`src/rtl/mining_pkg.sv`:
```
// Shared types and constants for the mining control path.
// Used by nonce_search_ctrl and digest_cmp_serial.
package mining_pkg;

    typedef enum logic [2:0] {
        S_IDLE,
        S_WR_NONCE,
        S_START,
        S_WAIT_LO,
        S_WAIT_HI,
        S_RD,
        S_DECIDE
    } nonce_state_t;

    localparam int HEADER_WORDS = 20;
    localparam int NONCE_WORD   = 19;
    localparam int DIGEST_WORDS = 8;

    localparam int TGT_MSW_HI = 255;
    localparam int TGT_MSW_LO = 224;

    // Word i of the target, counted from the most significant end.
    function automatic logic [31:0] target_word(
        input logic [255:0] t,
        input logic [2:0]   i
    );
        logic [255:0] s;
        s = t << {i, 5'd0};
        return s[TGT_MSW_HI:TGT_MSW_LO];
    endfunction

endpackage

```
`src/rtl/digest_cmp_serial.sv`:
```
// Word-serial unsigned less-than compare, most significant word first.
// Flags hold until the next clear; equal operands leave lt low.
module digest_cmp_serial (
    input  logic        clk,
    input  logic        reset_n,
    input  logic        clear,
    input  logic        valid,
    input  logic [31:0] d,
    input  logic [31:0] t,
    output logic        eq,
    output logic        lt
);

    always_ff @(posedge clk or negedge reset_n) begin
        if (!reset_n) begin
            eq <= 1'b1;
            lt <= 1'b0;
        end else if (clear) begin
            eq <= 1'b1;
            lt <= 1'b0;
        end else if (valid) begin
            if (eq && (d < t))
                lt <= 1'b1;
            if (d != t)
                eq <= 1'b0;
        end
    end

endmodule

```
`src/rtl/nonce_search_ctrl.sv`:
```
// Nonce sweep controller around the SHA-256 hasher.
// Define NONCE_SEARCH_STATS_EN to add the saturating hash_count output.
module nonce_search_ctrl #(
    parameter int NONCE_WORD   = mining_pkg::NONCE_WORD,
    parameter int DIGEST_WORDS = mining_pkg::DIGEST_WORDS
) (
    input  logic         clk,
    input  logic         reset_n,
    input  logic         go,
    input  logic         stop,
    input  logic [15:0]  message_addr,
    input  logic [15:0]  output_addr,
    input  logic [31:0]  nonce_start,
    input  logic [31:0]  nonce_end,
    input  logic [255:0] target,
    output logic         busy,
    output logic         found,
    output logic         exhausted,
    output logic [31:0]  found_nonce,
    output logic         sha_start,
    input  logic         sha_done,
    output logic         sha_owns_bus,
`ifdef NONCE_SEARCH_STATS_EN
    output logic [31:0]  hash_count,
`endif
    output logic         mem_we,
    output logic [15:0]  mem_addr,
    output logic [31:0]  mem_write_data,
    input  logic [31:0]  mem_read_data
);

    import mining_pkg::*;

    localparam int CW = $clog2(DIGEST_WORDS + 1);
    localparam logic [CW-1:0] RD_LAST = CW'(DIGEST_WORDS);
    localparam logic [15:0]   NW_OFF  = 16'(NONCE_WORD);

    nonce_state_t   state_q, state_d;
    logic [15:0]    msg_q, msg_d;
    logic [15:0]    out_q, out_d;
    logic [31:0]    nonce_q, nonce_d;
    logic [31:0]    end_q, end_d;
    logic [255:0]   tgt_q, tgt_d;
    logic [CW-1:0]  rd_cnt_q, rd_cnt_d;

    logic           busy_d, found_d, exh_d, start_d, owns_d, we_d;
    logic [31:0]    fnonce_d, wdata_d;
    logic [15:0]    addr_d;

    logic           launch, last, cmp_clr, cmp_vld;
    logic           cmp_eq, cmp_lt;
    logic [2:0]     cmp_idx;

    assign launch = (state_q == S_IDLE) && go;
    assign last   = (nonce_q == end_q);

    assign msg_d = launch ? message_addr : msg_q;
    assign out_d = launch ? output_addr  : out_q;
    assign end_d = launch ? nonce_end    : end_q;
    assign tgt_d = launch ? target       : tgt_q;

    // Word i-1 arrives while the RD counter shows i.
    assign cmp_clr = (state_q == S_WAIT_HI) && sha_done;
    assign cmp_vld = (state_q == S_RD) && (rd_cnt_q != '0);
    assign cmp_idx = cmp_vld ? 3'(rd_cnt_q - 1'b1) : 3'd0;

    digest_cmp_serial u_cmp (
        .clk     (clk),
        .reset_n (reset_n),
        .clear   (cmp_clr),
        .valid   (cmp_vld),
        .d       (mem_read_data),
        .t       (target_word(tgt_q, cmp_idx)),
        .eq      (cmp_eq),
        .lt      (cmp_lt)
    );

    always_ff @(posedge clk or negedge reset_n) begin
        if (!reset_n) begin
            state_q  <= S_IDLE;
            msg_q    <= '0;
            out_q    <= '0;
            nonce_q  <= '0;
            end_q    <= '0;
            tgt_q    <= '0;
            rd_cnt_q <= '0;
        end else begin
            state_q  <= state_d;
            msg_q    <= msg_d;
            out_q    <= out_d;
            nonce_q  <= nonce_d;
            end_q    <= end_d;
            tgt_q    <= tgt_d;
            rd_cnt_q <= rd_cnt_d;
        end
    end

    always_comb begin
        state_d  = state_q;
        nonce_d  = nonce_q;
        rd_cnt_d = rd_cnt_q;
        unique case (state_q)
            S_IDLE: begin
                if (go) begin
                    state_d = S_WR_NONCE;
                    nonce_d = nonce_start;
                end
            end
            S_WR_NONCE: state_d = S_START;
            S_START:    state_d = S_WAIT_LO;
            S_WAIT_LO: begin
                if (!sha_done)
                    state_d = S_WAIT_HI;
            end
            S_WAIT_HI: begin
                if (sha_done) begin
                    state_d  = S_RD;
                    rd_cnt_d = '0;
                end
            end
            S_RD: begin
                if (rd_cnt_q == RD_LAST)
                    state_d = S_DECIDE;
                else
                    rd_cnt_d = rd_cnt_q + 1'b1;
            end
            S_DECIDE: begin
                if (cmp_lt || last || stop) begin
                    state_d = S_IDLE;
                end else begin
                    state_d = S_WR_NONCE;
                    nonce_d = nonce_q + 32'd1;
                end
            end
            default: state_d = S_IDLE;
        endcase
    end

    // Outputs are registered, so they are derived from the next state.
    always_comb begin
        busy_d   = (state_d != S_IDLE);
        we_d     = (state_d == S_WR_NONCE);
        start_d  = (state_d == S_START);
        owns_d   = (state_d == S_START) || (state_d == S_WAIT_LO) ||
                   (state_d == S_WAIT_HI);
        addr_d   = mem_addr;
        wdata_d  = mem_write_data;
        found_d  = found;
        exh_d    = exhausted;
        fnonce_d = found_nonce;
        if (state_d == S_WR_NONCE) begin
            addr_d  = msg_d + NW_OFF;
            wdata_d = nonce_d;
        end else if ((state_d == S_RD) && (rd_cnt_d != RD_LAST)) begin
            addr_d = out_q + 16'(rd_cnt_d);
        end
        if (launch) begin
            found_d = 1'b0;
            exh_d   = 1'b0;
        end
        if (state_q == S_DECIDE) begin
            if (cmp_lt) begin
                found_d  = 1'b1;
                fnonce_d = nonce_q;
            end else if (last) begin
                exh_d = 1'b1;
            end
        end
    end

    always_ff @(posedge clk or negedge reset_n) begin
        if (!reset_n) begin
            busy           <= 1'b0;
            found          <= 1'b0;
            exhausted      <= 1'b0;
            found_nonce    <= '0;
            sha_start      <= 1'b0;
            sha_owns_bus   <= 1'b0;
            mem_we         <= 1'b0;
            mem_addr       <= '0;
            mem_write_data <= '0;
        end else begin
            busy           <= busy_d;
            found          <= found_d;
            exhausted      <= exh_d;
            found_nonce    <= fnonce_d;
            sha_start      <= start_d;
            sha_owns_bus   <= owns_d;
            mem_we         <= we_d;
            mem_addr       <= addr_d;
            mem_write_data <= wdata_d;
        end
    end

`ifdef NONCE_SEARCH_STATS_EN
    always_ff @(posedge clk or negedge reset_n) begin
        if (!reset_n)
            hash_count <= '0;
        else if (launch)
            hash_count <= '0;
        else if ((state_q == S_DECIDE) && (hash_count != 32'hFFFF_FFFF))
            hash_count <= hash_count + 32'd1;
    end
`endif

endmodule

```
`config.mk`:
```
export PLATFORM = sky130hd
export DESIGN_NAME = nonce_search_ctrl
export DESIGN_NICKNAME = d
export VERILOG_FILES = /design/src/rtl/mining_pkg.sv /design/src/rtl/digest_cmp_serial.sv /design/src/rtl/nonce_search_ctrl.sv
export SDC_FILE = /design/constraint.sdc
export NUM_CORES = 1
export LEC_CHECK = 0
export CAP_MARGIN = 10
export CORE_ASPECT_RATIO = 1.25
export CORE_MARGIN = 5
export CORE_UTILIZATION = 45
export DETAILED_ROUTE_END_ITERATION = 16
export GPL_TIMING_DRIVEN = 0
export PLACE_DENSITY = 0.72
export SLEW_MARGIN = 10
export SYNTH_ARGS = -nofsm -noshare
export SYNTH_HDL_FRONTEND = slang
export SYNTH_HIERARCHICAL = 1
export SYNTH_SLANG_ARGS = --single-unit
```
`constraint.sdc`:
```
create_clock -name clk -period 5.2 [get_ports clk]
set_input_delay 0.52 -clock clk [delete_from_list [all_inputs] [get_ports clk]]
set_output_delay 0.52 -clock clk [all_outputs]
set_load 0.02 [all_outputs]
```
Word-level counts from Yosys, hierarchy flattened
Cells that the tools add are included.
{ "word_totals": {"reg_bits": 447, "wordCells": 88} }
{ "op_classes": {"add_sub_neg": 5, "magnitude_cmp": 1, "n_eq_ne": 15, "shift": 1, "mux": 29, "n_reduce_logical": 19} }
{ "op_table": {"columns": ["cell", "n"], "rows": [
  ["$shl 256x8->256", 1],
  ["$mux 32", 2],
  ["$pmux 32 s2", 1],
  ["$mux 16", 3],
  ["$add 32x1->32 const B", 1],
  ["$eq 32x32->1", 1],
  ["$lt 32x32->1", 1],
  ["$ne 32x32->1", 1],
  ["$pmux 3 s7", 1],
  ["$add 16x4->16", 1],
  ["$add 16x5->16 const B", 1],
  ["$eq 3x3->1 const B", 5],
  ["$mux 3", 5],
  ["$mux 1", 14],
  ["$eq 3x2->1 const B", 4],
  ["$mux 4", 2],
  ["$pmux 4 s2", 1],
  ["$reduce_bool 2->1", 4],
  ["$eq 3x1->1 const B", 2],
  ["$reduce_and 2->1", 3],
  ["$logic_and 1x1->1", 5],
  ["$add 4x1->4 const B", 1],
  ["$eq 4x4->1 const B", 1],
  ["$logic_or 1x1->1", 4],
  ["other kinds (5)", 5]
]} }

Logic depth before layout (Yosys ltp)
{ "logic_depth": {"ltp_word": 9, "depth_mapped": 20} }

By module
The synthesis kept the hierarchy.
{ "modules_own_cells": {"columns": ["module", "n_inst", "cells_per_inst", "area_each_um2", "seq_area_each_um2"], "rows": [
  ["nonce_search_ctrl", 1, 2465, 21425.5, 11135.7],
  ["digest_cmp_serial", 1, 123, 888.4, 51.3]
]} }

Worst setup path after synthesis
Ideal clock, no wire load.
{ "synth_path": {"path_kind": "register to register", "startpoint": "reg rd_cnt_q[0]", "endpoint": "reg u_cmp.lt", "arrival_ns": 4.129, "required_time_ns": 5.106, "path_slack_ns": 0.978, "stages_incl_launch_ff": 20, "synth_period_minus_slack_ns": 4.222, "cell_sequence": "dfrtp_1 buf_2 inv_1 clkbuf_1 ha_1 nand3b_1 a21boi_0 nor3_1 buf_2 buf_2 mux4_2 nand2_1 o21ai_0 inv_1 ha_1 a21oi_1 o21ai_0 a221o_1 a211o_1 a221oi_2"} }
{ "synth_via": {"elab_chain_len": 8, "word_cells_on_any_way": 10} }
{ "synth_lines": {"columns": ["item", "line", "rtl"], "rows": [
  ["start, declared", "nonce_search_ctrl.sv:44", "logic [CW-1:0] rd_cnt_q, rd_cnt_d;"],
  ["start signal, assigned", "nonce_search_ctrl.sv:94", "rd_cnt_q <= rd_cnt_d;"],
  ["parallel branches: the longest is 7 deep, another holds $lt 32x32->1", null, null],
  ["$reduce_and 2->1 (no line) *", null, null],
  ["end signal, assigned", "digest_cmp_serial.sv:17", "lt <= 1'b0;"],
  ["end signal, assigned", "digest_cmp_serial.sv:20", "lt <= 1'b0;"],
  ["end signal, assigned", "digest_cmp_serial.sv:23", "lt <= 1'b1;"],
  ["end, declared", "digest_cmp_serial.sv:11", "output logic lt"]
]} }
Mark *: on every way between the ends.
A chain may end at the register's enable or synchronous reset.

Worst setup path in the final report
Ends and elaborated chain as after synthesis.

==> flow_metrics.env <==
export IMPL_start_kind="register"
export IMPL_critical_path_cell_chain="buf_2 -> inv_1 -> clkbuf_4 -> ha_1 -> nand3b_1 -> a21boi_0 -> nor3_4 -> buf_4 -> clkbuf_2 -> buf_2 -> mux4_2 -> nand2_1 -> o21ai_0 -> inv_1 -> ha_1 -> nand4_1 -> nor2_1 -> a221o_1 -> a211o_1 -> a221oi_2"
export IMPL_dieArea_um2=54200
export IMPL_setup_viol=0
export IMPL_drt_first_pass_iters=5
export IMPL_core_area_um2=49200
export IMPL_hold_ws_ns=0.447
export IMPL_yosys_warnings=6
export IMPL_syn2layout_area_growth_pct=32.7
export IMPL_design_area_um2=29600
export IMPL_num_io_pins=475
export IMPL_die_w_um=209
export IMPL_critPathMaxFanout=10
export IMPL_cp_slowest_cell="buf_2"
export IMPL_grt_max_degree=106
export IMPL_ys_seq_elements=447
export IMPL_grt_pass1_vias=21542
export IMPL_hold_viol=0
export IMPL_slew_violations=0
export IMPL_wire_per_inst_um=23.4
export IMPL_cts_sinks=447
export IMPL_relSlewSlack_pct=18.4
export IMPL_antenna_found_initial=7
export IMPL_min_path_type="in2reg"
export IMPL_fin_setup_tns_ns=0
export IMPL_portBuffers=474
export IMPL_vias=20861
export IMPL_synth_area_top_cells="dfrtp_1 50%, nand2_1 20%, mux4_2 3.2%"
export IMPL_synth_cells=2588
export IMPL_synth_net_count=3018
export IMPL_syn_area_um2=22300
export IMPL_ys_flop_type="dfrtp_1"
export IMPL_die_y_um=259
export IMPL_clk_pin_slew_ns=0.06
export IMPL_start_util_pct=45.4
export IMPL_required_ns=5.70
export IMPL_grt_remaining_overflow=0
export IMPL_worstSkewPairLatency_ns=0.60
export IMPL_place_hpwl_um=68900
export IMPL_nNetsFinal=3550
export IMPL_p_leak_uw=0.0139
export IMPL_fin_total_pwr_uw=16900
export IMPL_rows=91
export IMPL_post_route_min_period_ns=4.89
export IMPL_yosys_area_top_type="dfrtp_1"
export IMPL_worstMarginPinSlew_ns=1.22
export IMPL_rsz0062_at_grt="no"
export IMPL_yosysUniqueCellTypes=83
export IMPL_powerDensity_nw_per_um2=572
export IMPL_synth_commonest_cells="1207 x nand2_1, 446 x dfrtp_1, 93 x o21ai_0"
export IMPL_cts_root_buf="clkbuf_16"
export IMPL_drc_errors=0
export IMPL_placed_area_um2=28000
export IMPL_hp_start="nonce_end[15]"
export IMPL_max_stage_delay_ns=0.41
export IMPL_vias_per_cell=5.48
export IMPL_finalClockSkew_ns=0.0184
export IMPL_drv_cap=0
export IMPL_outcome="finished, final reports clean"
export IMPL_fin_util_pct=60.2
export IMPL_yosysMostFrequentCell="nand2_1"
export IMPL_track_usage_pct=32.1
export IMPL_routabilityCongestion=0.939
export IMPL_critPathCaptureType="register"
export IMPL_cts_htree_levels=2
export IMPL_timing_final_crit_share_pct=94.1
export IMPL_avgSynthCellArea_um2=8.62
export IMPL_cts_tree="yes"
export IMPL_grt_pass1_wl_um=132000
export IMPL_timing_rr_start="rd_cnt_q[0]"
export IMPL_peakVddDrop_v=0.000419
export IMPL_wirelength_um=89100
export IMPL_worstSetupStartpoint="rd_cnt_q[0]"
export IMPL_yosysTopAreaCellShare_pct=50.0
export IMPL_detail_route_antenna_nets=0
export IMPL_synth_seq_area_share_pct=50.1
export IMPL_clk_path_buf_depth=3
export IMPL_async_reset_ff_share_pct=100
export IMPL_synth_edf_count=0
export IMPL_drtIter0Drc=1915
export IMPL_fmax_mhz=204
export IMPL_cp_arrival_ns=5.39
export IMPL_crit_type="reg2reg"
export IMPL_cts_inserted_buffers=48
export IMPL_drive_gt1_share_pct=7.83
power by group:
group / internal, uW / switching, uW
combinational: 2960 / 4200
clock: 2000 / 1470
sequential: 5110 / 1200
total: 10100 / 6870
routing by layer:
layer	track usage, %	vias up	wire (um)
met5	0	-	49
met4	14.1	8	4510
met3	6.02	220	6700
met2	54.1	940	43500
met1	40.5	10183	34300
li1	-	9510	-
what timing repair did:
| item | CTS | global route |
|---|---|---|
| hold endpoints to repair | 84 | 0 |
| pin swaps | 0 | 1 |
| gates resized for setup | 5 | 15 |
| hold buffers | 1 | 0 |
| buffers inserted | 0 | 3 |
| endpoints found under the setup margin | 2 | 2 |
placed cells by master, fill, tap and decap left out, types with 15 or more instances in the layout:
cell             instances
nand2_1               1206
clkdlybuf4s50_1        473
dfrtp_1                446
o21ai_0                 93
nand3_1                 81
clkbuf_1                80
inv_1                   63
nor2_1                  54
xnor2_1                 50
clkbuf_16               49
buf_2                   46
ha_1                    40
mux2_2                  38
nand2b_1                36
mux4_2                  32
a21oi_1                 31
nand4_1                 28
buf_1                   20
mux2i_1                 17
a31oi_1                 15
state kept, by name, summed over array words and instances (netlist names):
name and cells:
tgt_q 256, u_cmp/eq 1, end_q 32, found 1
sha_start 1, rd_cnt_q 4, busy 1, nonce_q 32
out_q 16, exhausted 1, sha_owns_bus 1, msg_q 16
mem_addr 16, found_nonce 32, state_q 3, mem_we 1
u_cmp/lt 1, mem_write_data 32
layout make-up:
type / instances / area [um^2]
Multi-Input combinational cell: 1925 / 10200
Clock buffer: 68 / 1390
Inverter: 64 / 243
Clock inverter: 16 / 170
Tap cell: 651 / 815
Fill cell: 4404 / 19600
Buffer: 152 / 689
Sequential cell: 447 / 11200
Timing Repair Buffer: 482 / 4890
Antenna cell: 5 / 12.5
kinds of logic (layout without fill, tap and decap cells):
family                     after synthesis  in the layout  share of synthesized area [%]
muxes                                  102            102                           6.82
other                                    0              5                              0
adders and majority gates               41             41                           2.33
AOI/OAI and AO/OA                      235            235                           6.86
DFF                                    447            447                           50.1
buffers and inverters                  216            782                           4.11
and+or+nand+nor                       1487           1487                           27.4
xor gates and xnor gates                60             60                           2.36
metrics by stage:
step           std cells  setup slack, ns
2_1_floorplan       2588            0.978
3_3_place_gp        3713           -15.99
3_5_place_dp        3717           -0.936
4_1_cts             3802          0.00894
5_1_grt             3807           0.0423
6_report            3810            0.309
worst max-delay path: cells and delay by family (launching register included):
kind                       cells  cell delay [ns]
and+or+nand+nor                5             0.74
DFF                            1             0.38
buffers and inverters          7             1.72
AOI/OAI and AO/OA              5             1.11
muxes                          1             0.39
adders and majority gates      2             0.46
final timing paths:
path | to | slack [ns] | cells past startpoint
setup / recovery | u_cmp/lt | 0.31 | 20
hold / removal | end_q[15] | 0.45 | 3
setup reg to reg | u_cmp/lt | 0.31 | 20
hold reg to reg | tgt_q[8] | 0.47 | 2
max in group asynchronous | tgt_q[235] | 3.21 | 4
min in group asynchronous | out_q[6] | 0.48 | 2
(Power assumes the default switching activity.)
